File: src/rtl/streaming_conv_layer.sv
// streaming_conv_layer
//   Streaming 2-D convolution over a raster-order pixel stream. Each input
//   channel keeps F-1 line buffers plus an FxF window. Every output channel
//   then forms a signed multiply-accumulate over all input channels and
//   saturates the result to Q_WIDTH bits.
//
//   Pipeline, counted in clk_en cycles:
//     E0 (the accepting edge): window shift, products registered
//     E1: full-precision sum registered
//     E2: saturated (optionally ReLU'd) result registered, out_valid high
//
//   Optional feature: define CONV_RELU_EN to clamp negative results to 0.
//
// Ports
//   clk, rst        clock, synchronous active-high reset
//   clk_en          global enable; low freezes all state
//   in_valid        input_data holds a pixel (accepted when clk_en & in_valid)
//   input_data      D_CHANNELS x D_WIDTH packed pixels, channel 0 in the LSBs
//   wt_wr_en        weight write strobe
//   wt_addr         weight index ((q*D_CHANNELS+d)*F+r)*F+c
//   wt_data         weight value
//   output_data     Q_CHANNELS x Q_WIDTH packed results, channel 0 in the LSBs
//   out_valid       single-cycle strobe qualifying output_data
//   frame_done      strobe aligned with the last pixel's pipeline output

module streaming_conv_lane #(
  parameter int D_WIDTH = 8,
  parameter int W_WIDTH = 8,
  parameter int Q_WIDTH = 16,
  parameter int K       = 9
) (
  input  logic                      clk,
  input  logic                      clk_en,
  input  logic                      ld_i,   // sum_q holds a valid window sum
  input  logic                      rst,
  input  logic [K-1:0][D_WIDTH-1:0] win_i,  // window as seen at the accepting edge
  input  logic [K-1:0][W_WIDTH-1:0] wt_i,
  output logic [Q_WIDTH-1:0]        q_o
);
  localparam int PW  = D_WIDTH + W_WIDTH;
  localparam int SW0 = PW + $clog2(K) + 1;
  localparam int SW  = (SW0 > Q_WIDTH) ? SW0 : Q_WIDTH + 1;
  localparam logic signed [SW-1:0] QMAX = {{(SW-Q_WIDTH+1){1'b0}}, {(Q_WIDTH-1){1'b1}}};
  localparam logic signed [SW-1:0] QMIN = {{(SW-Q_WIDTH+1){1'b1}}, {(Q_WIDTH-1){1'b0}}};

  logic signed [PW-1:0] prod_q [K];
  logic signed [SW-1:0] sum_d, sum_q;
  logic [Q_WIDTH-1:0]   res_d, out_q;

  always_ff @(posedge clk) begin
    if (clk_en) begin
      for (int k = 0; k < K; k++)
        prod_q[k] <= PW'($signed(win_i[k])) * PW'($signed(wt_i[k]));
      sum_q <= sum_d;
    end
  end

  always_comb begin
    sum_d = '0;
    for (int k = 0; k < K; k++) sum_d = sum_d + SW'(prod_q[k]);
  end

  always_comb begin
    res_d = sum_q[Q_WIDTH-1:0];
    if (sum_q > QMAX)      res_d = QMAX[Q_WIDTH-1:0];
    else if (sum_q < QMIN) res_d = QMIN[Q_WIDTH-1:0];
`ifdef CONV_RELU_EN
    if (res_d[Q_WIDTH-1]) res_d = '0;
`endif
  end

  // output_data holds its last value between strobes
  always_ff @(posedge clk) begin
    if (rst)                out_q <= '0;
    else if (clk_en && ld_i) out_q <= res_d;
  end

  assign q_o = out_q;
endmodule

module streaming_conv_layer #(
  parameter int D_WIDTH     = 8,
  parameter int W_WIDTH     = 8,
  parameter int Q_WIDTH     = 16,
  parameter int D_CHANNELS  = 1,
  parameter int Q_CHANNELS  = 1,
  parameter int FILTER_SIZE = 3,
  parameter int IMAGE_SIZE  = 8,
  parameter int STRIDE      = 1
) (
  input  logic                                            clk,
  input  logic                                            rst,
  input  logic                                            clk_en,
  input  logic                                            in_valid,
  input  logic [D_WIDTH*D_CHANNELS-1:0]                   input_data,
  input  logic                                            wt_wr_en,
  input  logic [$clog2(Q_CHANNELS*D_CHANNELS*FILTER_SIZE*FILTER_SIZE)-1:0] wt_addr,
  input  logic [W_WIDTH-1:0]                              wt_data,
  output logic [Q_WIDTH*Q_CHANNELS-1:0]                   output_data,
  output logic                                            out_valid,
  output logic                                            frame_done
);
  localparam int F      = FILTER_SIZE;
  localparam int N      = IMAGE_SIZE;
  localparam int K      = D_CHANNELS * F * F;
  localparam int NW     = Q_CHANNELS * K;
  localparam int CW     = $clog2(N);
  localparam int STAGES = 2;

  logic [D_CHANNELS-1:0][D_WIDTH-1:0] px;
  logic [CW-1:0] row_q, row_d, col_q, col_d;
  logic          acc, emit, last_px;
  logic [STAGES:0] vld_pipe, fd_pipe;

  logic [D_WIDTH-1:0] lb_q  [D_CHANNELS][F-1][N];
  logic [D_WIDTH-1:0] win_q [D_CHANNELS][F][F];
  logic [D_WIDTH-1:0] win_d [D_CHANNELS][F][F];
  logic [K-1:0][D_WIDTH-1:0] win_flat;
  logic [NW-1:0][W_WIDTH-1:0] wt_q;

  assign px      = input_data;
  assign acc     = clk_en && in_valid;
  assign last_px = (row_q == CW'(N-1)) && (col_q == CW'(N-1));

  // Position counters of the next pixel to arrive.
  always_comb begin
    row_d = row_q;
    col_d = col_q;
    if (acc) begin
      if (col_q == CW'(N-1)) begin
        col_d = '0;
        row_d = (row_q == CW'(N-1)) ? '0 : row_q + CW'(1);
      end else begin
        col_d = col_q + CW'(1);
      end
    end
  end

  // Window anchored at the current pixel as bottom-right corner; no padding.
  always_comb begin
    emit = (row_q >= CW'(F-1)) && (col_q >= CW'(F-1));
    if (((int'(row_q) - (F-1)) % STRIDE) != 0) emit = 1'b0;
    if (((int'(col_q) - (F-1)) % STRIDE) != 0) emit = 1'b0;
  end

  always_ff @(posedge clk) begin
    if (rst) begin
      row_q    <= '0;
      col_q    <= '0;
      vld_pipe <= '0;
      fd_pipe  <= '0;
    end else if (clk_en) begin
      row_q    <= row_d;
      col_q    <= col_d;
      vld_pipe <= {vld_pipe[STAGES-1:0], acc && emit};
      fd_pipe  <= {fd_pipe[STAGES-1:0], acc && last_px};
    end
  end

  // The new right-hand column comes from the line buffers (older rows, same
  // column) with the incoming pixel at the bottom.
  always_comb begin
    win_d = win_q;
    if (acc) begin
      for (int d = 0; d < D_CHANNELS; d++) begin
        for (int r = 0; r < F; r++)
          for (int c = 0; c < F-1; c++)
            win_d[d][r][c] = win_q[d][r][c+1];
        for (int r = 0; r < F-1; r++)
          win_d[d][r][F-1] = lb_q[d][r][col_q];
        win_d[d][F-1][F-1] = px[d];
      end
    end
  end

  always_comb begin
    win_flat = '0;
    for (int d = 0; d < D_CHANNELS; d++)
      for (int r = 0; r < F; r++)
        for (int c = 0; c < F; c++)
          win_flat[(d*F+r)*F+c] = win_d[d][r][c];
  end

  // Data storage is deliberately not reset: stale line-buffer rows are never
  // read into an emitted window because the counters restart at zero.
  always_ff @(posedge clk) begin
    if (clk_en) begin
      win_q <= win_d;
      if (acc) begin
        for (int d = 0; d < D_CHANNELS; d++) begin
          for (int k = 0; k < F-2; k++)
            lb_q[d][k][col_q] <= lb_q[d][k+1][col_q];
          lb_q[d][F-2][col_q] <= px[d];
        end
      end
      // Products sample wt_q before this edge, so a write coinciding with an
      // accept only affects later pixels.
      if (wt_wr_en && (int'(wt_addr) < NW)) wt_q[wt_addr] <= wt_data;
    end
  end

  for (genvar q = 0; q < Q_CHANNELS; q++) begin : g_lane
    streaming_conv_lane #(
      .D_WIDTH(D_WIDTH), .W_WIDTH(W_WIDTH), .Q_WIDTH(Q_WIDTH), .K(K)
    ) u_lane (
      .clk    (clk),
      .clk_en (clk_en),
      .ld_i   (vld_pipe[STAGES-1]),
      .rst    (rst),
      .win_i  (win_flat),
      .wt_i   (wt_q[q*K +: K]),
      .q_o    (output_data[q*Q_WIDTH +: Q_WIDTH])
    );
  end

  assign out_valid  = vld_pipe[STAGES];
  assign frame_done = fd_pipe[STAGES];
endmodule

File: config.mk
export PLATFORM = sky130hd
export DESIGN_NAME = streaming_conv_layer
export DESIGN_NICKNAME = d
export VERILOG_FILES = /design/src/rtl/streaming_conv_layer.sv
export SDC_FILE = /design/constraint.sdc
export NUM_CORES = 2
export LEC_CHECK = 0
export CORE_MARGIN = 2
export CORE_UTILIZATION = 52
export DETAILED_ROUTE_END_ITERATION = 7
export GPL_ROUTABILITY_DRIVEN = 1
export HOLD_SLACK_MARGIN = 0.02
export PLACE_DENSITY_LB_ADDON = 0.05
export SETUP_SLACK_MARGIN = 0.3
export SYNTH_ARGS = -nofsm -noshare
export SYNTH_HDL_FRONTEND = slang
export SYNTH_HIERARCHICAL = 1
export SYNTH_SLANG_ARGS = --single-unit
File: constraint.sdc
create_clock -name clk -period 7.7 [get_ports clk]
set_input_delay 0.77 -clock clk [delete_from_list [all_inputs] [get_ports clk]]
set_output_delay 0.77 -clock clk [all_outputs]
set_load 0.05 [all_outputs]
# Yosys cells after proc, flatten, opt, wreduce, memory -nomap -nowiden
# Memory sizes are Yosys's and may differ from the RTL's.
# Cells that the tools add are included.
dict set report word_totals {
  ff_bits 193
  latch_bits 0
  mem_bits_rw 272
  romBits 0
  input_bits 25
  out_inout_bits 18
  word_cells 90
  mem_count 2
}
# memory depth width rd rd_ports_with_merged_regs write_ports line
set memory_table {}
lappend memory_table {{g_lane[0].u_lane.prod_q} 9 16 9 0 9 46} ;# logic signed [PW-1:0] prod_q [K];
lappend memory_table {lb_q 1 128 1 0 2 115} ;# logic [D_WIDTH-1:0] lb_q [D_CHANNELS][F-1][N];
dict set report classes {
  addsub 10
  mul 9
  n_div 0
  n_lt_le_gt_ge 9
  eq_ne 2
  shifts 0
  mux 21
  bitwise_logic 1
  n_reduce_logical 12
}
# operator n
set op_table {}
lappend op_table {{$mul A8 B8 Y16} 9}
lappend op_table {{$add A21 B16 Y21} 6}
lappend op_table {{$bwmux W72} 1}
lappend op_table {{$mux W72} 1}
lappend op_table {{$mux W64} 1}
lappend op_table {{$bmux W8 S3} 2}
lappend op_table {{$mux W8} 6}
lappend op_table {{$demux W8 S4} 1}
lappend op_table {{$mux W16} 2}
lappend op_table {{$demux W8 S3} 1}
lappend op_table {{$gt A21 B16 Y1 const B} 1}
lappend op_table {{$lt A21 B16 Y1 const B} 1}
lappend op_table {{$add A17 B16 Y18} 1}
lappend op_table {{$add A16 B16 Y17} 1}
lappend op_table {{$logic_and A1 B1 Y1} 9}
lappend op_table {{$add A3 B1 Y3 const B} 2}
lappend op_table {{$eq A3 B3 Y1 const B} 2}
lappend op_table {{$ge A3 B2 Y1 const B} 2}
lappend op_table {{$mux W3} 2}
lappend op_table {{$lt A4 B5 Y1 const B} 1}
lappend op_table {{$ge A4 B1 Y1 const B} 1}
lappend op_table {{$ge A4 B4 Y1 const B} 1}
lappend op_table {{$lt A4 B1 Y1 const B} 1}
lappend op_table {{$lt A4 B4 Y1 const B} 1}
lappend op_table {{4 further kinds} 8}

# Longest topological paths before layout
# An unclocked memory read counts as a cell.
dict set report logic_depth {
  depth_word 9
  depth_mapped 24
  ltp_nobuf 22
}

# By module
# The synthesis kept the hierarchy.
# module instances cells_per_inst area_each_um2 seq_area_each_um2
set modules_own_cells {}
lappend modules_own_cells {streaming_conv_lane 1 3176 32003.2 5275.1}
lappend modules_own_cells {streaming_conv_layer 1 695 10801.6 8408.1}

# Worst setup path after synthesis
# OpenSTA, ideal clock, no wires.
dict set report synth_path {
  path_type {register to register}
  from {mem g_lane[0].u_lane/prod_q[0][17] in the netlist's numbering}
  to {reg g_lane[0].u_lane.sum_q[19], data pin}
  setup_ns 0.267
  t_arrival_ns 5.342
  required_time_ns 7.433
  slack_ns 2.091
  stages_incl_launch_ff 22
  path_buffers 0
  period_less_slack_ns 5.609
  path_cell_list {edfxtp_1 inv_1 fa_1 fa_1 inv_1 fa_1 ha_1 fa_1 a21oi_2 o21ai_1 a211oi_2 a211oi_2 o2111a_1 a311o_1 fa_1 ha_1 a21o_1 a21o_1 a21oi_1 inv_1 nor4b_1 a211oi_1}
}
# element line
set synth_rtl {}
lappend synth_rtl {{start: declaration} 46}
lappend synth_rtl {{end signal: assignment} 54} ;# sum_q <= sum_d;
lappend synth_rtl {{end: declaration} 47} ;# logic signed [SW-1:0] sum_d, sum_q;

==> summary.md <==
| Metric | Value |
|---|---|
| Synthesized netlist cell count | `a little under 4000` |
| Most frequent standard cell in the layout excluding fill and tap cells | `sky130_fd_sc_hd__inv_1` |
| Total die area | `about 0.085 mm²` |
| Maximum level of the CTS H-tree | `2` |
| Launch point of the worst path | `col_q[0]` |
| DRT Wirelength | `approximately 99000 µm` |
| Instance count along the most critical hold path | `2` |
| Met2 track demand over resource in global routing | `between 40% and 50%` |
| Fmax | `approximately 160 MHz` |
| RSZ-0062 raised after global routing | `no` |
| Gates resized, CTS repair | `0` |
| TritonCTS clock tree | `built` |
| Outcome | `completed` |
| Endpoint of the worst-slack reg-to-reg timing path | `g_lane[0].u_lane/prod_q[0][47]` |
| Most utilized layer in the global route result | `met2` |
| GRT Total Usage | `between 20 and 25%` |
| Category of the worst setup path capture point | `register` |
| # Post-CTS Setup Buffers | `0` |
| Pre-Repair DR Iteration Count | `5` |
| Routability cong. | `roughly 0.85` |
| Maximum number of pins on one net before global-route repair | `roughly 140` |
| Number of flops mapped to enable cells by yosys | `approximately 440` |
| Via Count | `about 26000` |
| Vias in the first global route | `around 28000` |
| Setup tns final | `0 ps` |
| HPWL Detailed | `78400 µm` |
| Starting DRT DRC Count | `1507` |
| Gr ovfl total | `0` |
| Area added between synthesis and finish | `8.77%` |
| Required time at the endpoint of the critical path | `roughly 8000 ps` |
| Wire length of the first global-routing pass | `around 160000 µm` |
| Clock latency on the worst-skew pair | `640 ps` |
| FF-to-FF path depth | `19` |
| Worst reg2reg startpoint | `col_q[0]` |
| Post-synthesis sequential area ratio | `between 30% and 40%` |
| Number of buffers inserted for hold repair after clock tree synthesis | `0` |
| Worst hold-check path type | `register to register` |
| Total number of nets in the final design | `~4900` |
| Final cycle utilization of the critical path | `a little over four fifths` |
| Buffers added on ports | `between 40 and 50` |
| Vias/cell | `5.23` |
| Clock slew seen by the registers of the worst setup and hold paths | `approximately 60 ps` |
| Max-Cap Viols | `0` |
| Skew final | `24.3 ps` |
| Mapped Area | `0.0428 mm²` |
| I/O pin count | `between 40 and 50` |
| Die X | `291 µm` |
| Hold Path End | `row_q[2]` |
| Area fraction of the dominant cell type after synthesis | `between 30 and 40%` |
| Commonest cells after routing, fill and taps aside | `sky130_fd_sc_hd__inv_1 (794), sky130_fd_sc_hd__fa_1 (597), sky130_fd_sc_hd__edfxtp_1 (437)` |
| Number of antenna violations at the first check in global routing | `3` |
| Worst setup slack for register-to-register paths | `1290 ps` |
| Post-detailed-route wirelength per cell | `between 15 and 20 µm` |
| Largest area contributor in the synthesized netlist | `sky130_fd_sc_hd__edfxtp_1` |
| Clock tree root driver cell | `sky130_fd_sc_hd__clkbuf_16` |
| Startpoint of the lowest-slack hold path | `row_q[2]` |
| Worst slew margin relative to its limit | `25.7%` |
| Initial cell density of the core | `between 50% and 60%` |
| Async set-reset flop share out of synthesis | `0%` |
| Die boundary height | `between 200 and 300 µm` |
| Fraction of final layout cells with drive strength greater than 1 | `3.83%` |
| Signal arrival time at the worst endpoint | `just under 7000 ps` |
| Count of inserted antenna diode cells | `0` |
| Setup violation total in the final timing report | `0` |
| Distinct cell type count of the synthesized netlist | `between 70 and 80` |
| Number of cell rows | `between 100 and 150` |
| Global routing met3 resource utilization | `2.24%` |
| Largest buffer count on any clock path | `3` |
| Critical path launch point type | `register` |
| Total of flip-flops plus latches after synthesis | `about 470` |
| Average instance area after synthesis | `~11 µm²` |
| Final antenna-violating net count | `0` |
| Met1 layer usage reported by global route | `33.8%` |
| Shortest period the worst path allows | `around 6400 ps` |
| Core area | `approximately 0.08 mm²` |
| Max Transition Viols Final | `0` |
| Number of warning messages in the yosys log | `6` |
| Main synth FF type | `sky130_fd_sc_hd__edfxtp_1` |
| Slew @ Worst Pin | `between 1000 and 1500 ps` |
| Synth Net Count | `just under 5000` |
| Maximum fanout encountered on the critical timing path | `50` |
| Final routed DRC violation total | `0` |
| Cell types occupying the most area after synthesis | `sky130_fd_sc_hd__edfxtp_1 (31%), sky130_fd_sc_hd__fa_1 (28%), sky130_fd_sc_hd__ha_1 (9.0%)` |
| Total count of hold-check failures in the final report | `0` |
| Sinks on Clock Net | `around 470` |
| Number of CTS-inserted buffers | `57` |
| Start-to-end type of the worst setup path | `register to register` |
-- sequential cells by signal, summed over array words and instances (netlist names) --
signal,count
g_lane.u_lane/sum_q,21
win_q,72
col_q,3
lb_q,128
wt_q,72
row_q,3
g_lane.u_lane/q_o,16
vld_pipe,3
g_lane.u_lane/prod_q,144
fd_pipe,3
-- kinds of logic (layout without fill, tap and decap cells) --
kind of cell / after synthesis / after routing / synth area share, %
flops: 465 / 465 / 32.0
xor+xnor: 172 / 172 / 3.52
compound gates: 323 / 323 / 5.31
buf+inv: 845 / 972 / 7.63
mux: 80 / 80 / 1.88
simple gates: 1081 / 1081 / 12.8
fa+ha+maj: 905 / 905 / 36.9
-- layout make-up --
class	instances	area, µm²
clock buffer	61	1450
clock inverter	46	539
fill	7063	35300
inverter	794	2980
multi-input combinational	2561	25900
sequential	465	13700
tap	1070	1340
timing repair buffer	71	668
-- layer usage --
layer  wire length [µm]  up-vias
li1                   -    12600
met1              44600    13400
met2              49800      437
met3               3320      100
met4               1700        0
met5                  0        -
-- worst max path at each step --
stage	to	slack, ps	cells past startpoint
6_report	g_lane[0].u_lane/prod_q[0][47]	1290	19
5_1_grt	g_lane[0].u_lane/prod_q[0][47]	840	19
4_1_cts	g_lane[0].u_lane/prod_q[0][47]	1310	19
3_5_place_dp	g_lane[0].u_lane/prod_q[0][95]	750	18
3_3_place_gp	g_lane[0].u_lane/prod_q[0][95]	820	20
2_1_floorplan	g_lane[0].u_lane/sum_q[19]	2090	21
-- cells in the mapped netlist, drive strengths merged, types with 4 or more instances --
library cell,count
nand3b,5
a211oi,12
o311ai,4
dfxtp,28
nand2,389
o22a,32
o21a,4
a31oi,26
nor2b,21
nand2b,78
o2111ai,5
a21oi,86
a221oi,7
ha,308
inv,794
fa,597
o21ai,54
a21o,22
nor4,7
a21boi,4
edfxtp,437
nand4,8
or3,15
a311oi,10
a2111o,6
nor2,105
xnor2,141
o21bai,15
o211ai,6
nand3,24
or2,5
clkbuf,25
mux2i,77
a211o,4
and3,14
xor2,31
buf,26
and2,354
nor3,45
a311o,5
-- per-stage QoR --
step | std cells | hold slack [ps] | instance area (µm²) | utilization, % | setup slack, ps
4_1_cts | 5068 | 463 | 46600 | 56.9 | 1310
2_1_floorplan | 3871 | 443 | 42800 | - | 2090
3_3_place_gp | 4961 | 468 | 44600 | 54.5 | 823
5_1_grt | 5068 | 476 | 46600 | 56.9 | 843
3_5_place_dp | 4961 | 474 | 44600 | 54.5 | 747
6_report | 5068 | 481 | 46600 | 56.9 | 1290
-- worst max-delay path, cell delays in order, from the launching register on --
cell                       delay, ps
sky130_fd_sc_hd__dfxtp_4         880
sky130_fd_sc_hd__buf_4           400
sky130_fd_sc_hd__mux2i_1         120
sky130_fd_sc_hd__o22a_1          210
sky130_fd_sc_hd__a31oi_1         670
sky130_fd_sc_hd__nand2_1         170
sky130_fd_sc_hd__fa_1            550
sky130_fd_sc_hd__fa_1            550
sky130_fd_sc_hd__inv_1            50
sky130_fd_sc_hd__fa_1            480
sky130_fd_sc_hd__inv_1            50
sky130_fd_sc_hd__fa_1            480
sky130_fd_sc_hd__inv_1            40
sky130_fd_sc_hd__ha_1            300
sky130_fd_sc_hd__o21ai_0          90
sky130_fd_sc_hd__o21ai_1         100
sky130_fd_sc_hd__a2111o_1        390
sky130_fd_sc_hd__a221oi_2        300
sky130_fd_sc_hd__o21ai_1         130
sky130_fd_sc_hd__xnor2_1         130
Power is not shown: default switching activity piles up to over one toggle a cycle in this logic, so the estimate is an artifact.
==> edit (same settings) <==
`D_WIDTH` is set to 8 in 2 places; all go to 6.
--- a/src/rtl/streaming_conv_layer.sv
+++ b/src/rtl/streaming_conv_layer.sv
@@ -24,7 +24,7 @@
 //   frame_done      strobe aligned with the last pixel's pipeline output
 
 module streaming_conv_lane #(
-  parameter int D_WIDTH = 8,
+  parameter int D_WIDTH = 6,
   parameter int W_WIDTH = 8,
   parameter int Q_WIDTH = 16,
   parameter int K       = 9
@@ -79,7 +79,7 @@
 endmodule
 
 module streaming_conv_layer #(
-  parameter int D_WIDTH     = 8,
+  parameter int D_WIDTH     = 6,
   parameter int W_WIDTH     = 8,
   parameter int Q_WIDTH     = 16,
   parameter int D_CHANNELS  = 1,
Interface: changed (resized input_data); port bits go from 43 to 41. No check against the original RTL was run, so the function may have changed too.
==> edit against the unedited design <==
Setup slack lost 95 ps; sequential cell count down 70; via count shrank 25%; global-route usage decreased by 1.1 points; synthesized area shrank 25%; first-iteration DRC count decreased by 15%; wire length decreased by 28%; design area is 25% lower; clock skew grew 4.2 ps; largest cell class unchanged; highest routed layer unchanged.
Power is left out: the tool's default activity adds up to more than one toggle a clock period on the data nets, which glitch-free logic cannot reach.
==> edit: results (changes against the unedited design) <==
** Clock network
- Source-to-sink clock delay at the later pin of the worst-skew pair :: 590 ps (was 640 ps)
- The number of CTS-inserted buffers is 46 (was 57).

** Placed design
- The final weighted congestion in routability-driven placement was 0.852 (was 0.850).
- The post-place instance area was 0.0336 mm² (was 0.0446 mm²).
- HPWL Detailed :: 55500 µm (was 78400 µm)
- Buffers on Ports :: 40 (was 42)

** Cells and area
- Registers with the most flip-flops :: g_lane.u_lane/prod_q: 126 flops, lb_q: 96 flops, wt_q: 72 flops (was g_lane.u_lane/prod_q: 144 flops, lb_q: 128 flops)
- # nets final :: 3571 (was 4880)
- The proportion of layout cells with a drive suffix above 1 was 4.28% (was 3.83%).

** Detailed routing
- The wire length on met3 came to 3850 µm (was 3320 µm).
- The total met2 wirelength after detailed routing came to 31900 µm (was 49800 µm).
- The routed metal-1 wire length is 34500 µm (was 44600 µm).
- The detailed router's first-iteration violation count is 1284 (was 1507).
- The via count came to 19800 (was 26500).

** Synthesis
- Area contributors post-synth: edfxtp_1, fa_1, ha_1, inv_1, nand2_1 (was edfxtp_1, fa_1, ha_1, inv_1, and2_1).
- The share of synthesized cell area in full adder, half adder and majority cells was 35.0% (was 36.9%).
- The synthesized-area fraction occupied by ao, oa, aoi and oai cells came to 5.82% (was 5.31%).
- The number of nets in the synthesized netlist was 3497 (was 4801).
- The sequential share of the synthesized area is 36.0% (was 32.0%).
- The number of enable-type register cells in the synthesized netlist came to 367 (was 437).
- Multiplexer fraction of the synthesized cell area :: 1.68% (was 1.88%)
- Synth top cells by count :: inv_1, nand2_1, fa_1 (was inv_1, fa_1, edfxtp_1)
- Post-synthesis cell type count :: 67 (was 73)
- The xor/xnor cell area share of the yosys netlist came to 3.92% (was 3.52%).

** GRT
- GRT Total Usage :: 23.5% (was 24.6%)
- The largest net degree at the start of global routing came to 157 (was 137).
- The first-pass GRT wire length was 115000 µm (was 159000 µm).
- The number of global-route vias before repair came to 20700 (was 27600).
- Antenna violations before repair :: 5 (was 3)

** Worst setup path
- Cell with the largest stage delay on the worst path :: o311ai_1 (was dfxtp_4)
- Max Fanout on Critical Path :: 7 (was 50)
- Largest stage delay on the critical path :: 840 ps (was 880 ps)

** STA
- Post-Route Skew :: 28.5 ps (was 24.3 ps)
- Transition time at the pin with the least slew margin :: 1260 ps (was 1110 ps)

** Status
- Status :: finished, final reports clean (unchanged)
edit: area by class of cell:
type,count,area (µm²)
fillers,5243,26500
multi-input cells,1933,18700
flip-flops and latches,395,11600
inverters,441,1660
clock buffers,58,1220
well taps,790,988
repair buffers,68,641
clock inverters,26,194
diodes,1,2.50
edit: metrics by stage:
step	hold slack, ps	setup slack (ps)	util [%]	cells
6_report	450	1190	56.9	3712
2_1_floorplan	443	2150	-	2811
3_3_place_gp	438	913	54.6	3627
4_1_cts	450	1270	56.9	3711
5_1_grt	472	843	56.9	3711
3_5_place_dp	442	933	54.6	3627
edit: kinds of logic (layout without fill, tap and decap cells):
family,count (synthesis),count (layout)
compound gates,280,280
xor+xnor,144,144
fa+ha+maj,663,663
buf+inv,483,593
flops,395,395
mux,54,54
other cells,0,1
simple gates,792,792
edit: per-layer routing:
metal	vias up	global-route usage, %
met1	9937	35.9
met4	0	4.68
li1	9352	-
met5	-	0
met2	436	36.3
met3	68	2.64
edit: tightest hold or removal path, delay by kind of cell, from the launching register on:
family           cells  cell delay, ps
AO/OA/AOI/OAI        1              50
flip-flops           1             300
AND/OR/NAND/NOR      1              50
edit: final timing paths:
check,end,cells past startpoint,slack [ps],startpoint
worst min register to register,g_lane[0].u_lane/q_o[6],2,450,g_lane[0].u_lane/q_o[6]
worst min-delay path,g_lane[0].u_lane/q_o[6],2,450,g_lane[0].u_lane/q_o[6]
worst max-delay path,g_lane[0].u_lane/sum_q[15],21,1190,g_lane[0].u_lane/prod_q[0][6]
worst max register to register,g_lane[0].u_lane/sum_q[15],21,1190,g_lane[0].u_lane/prod_q[0][6]
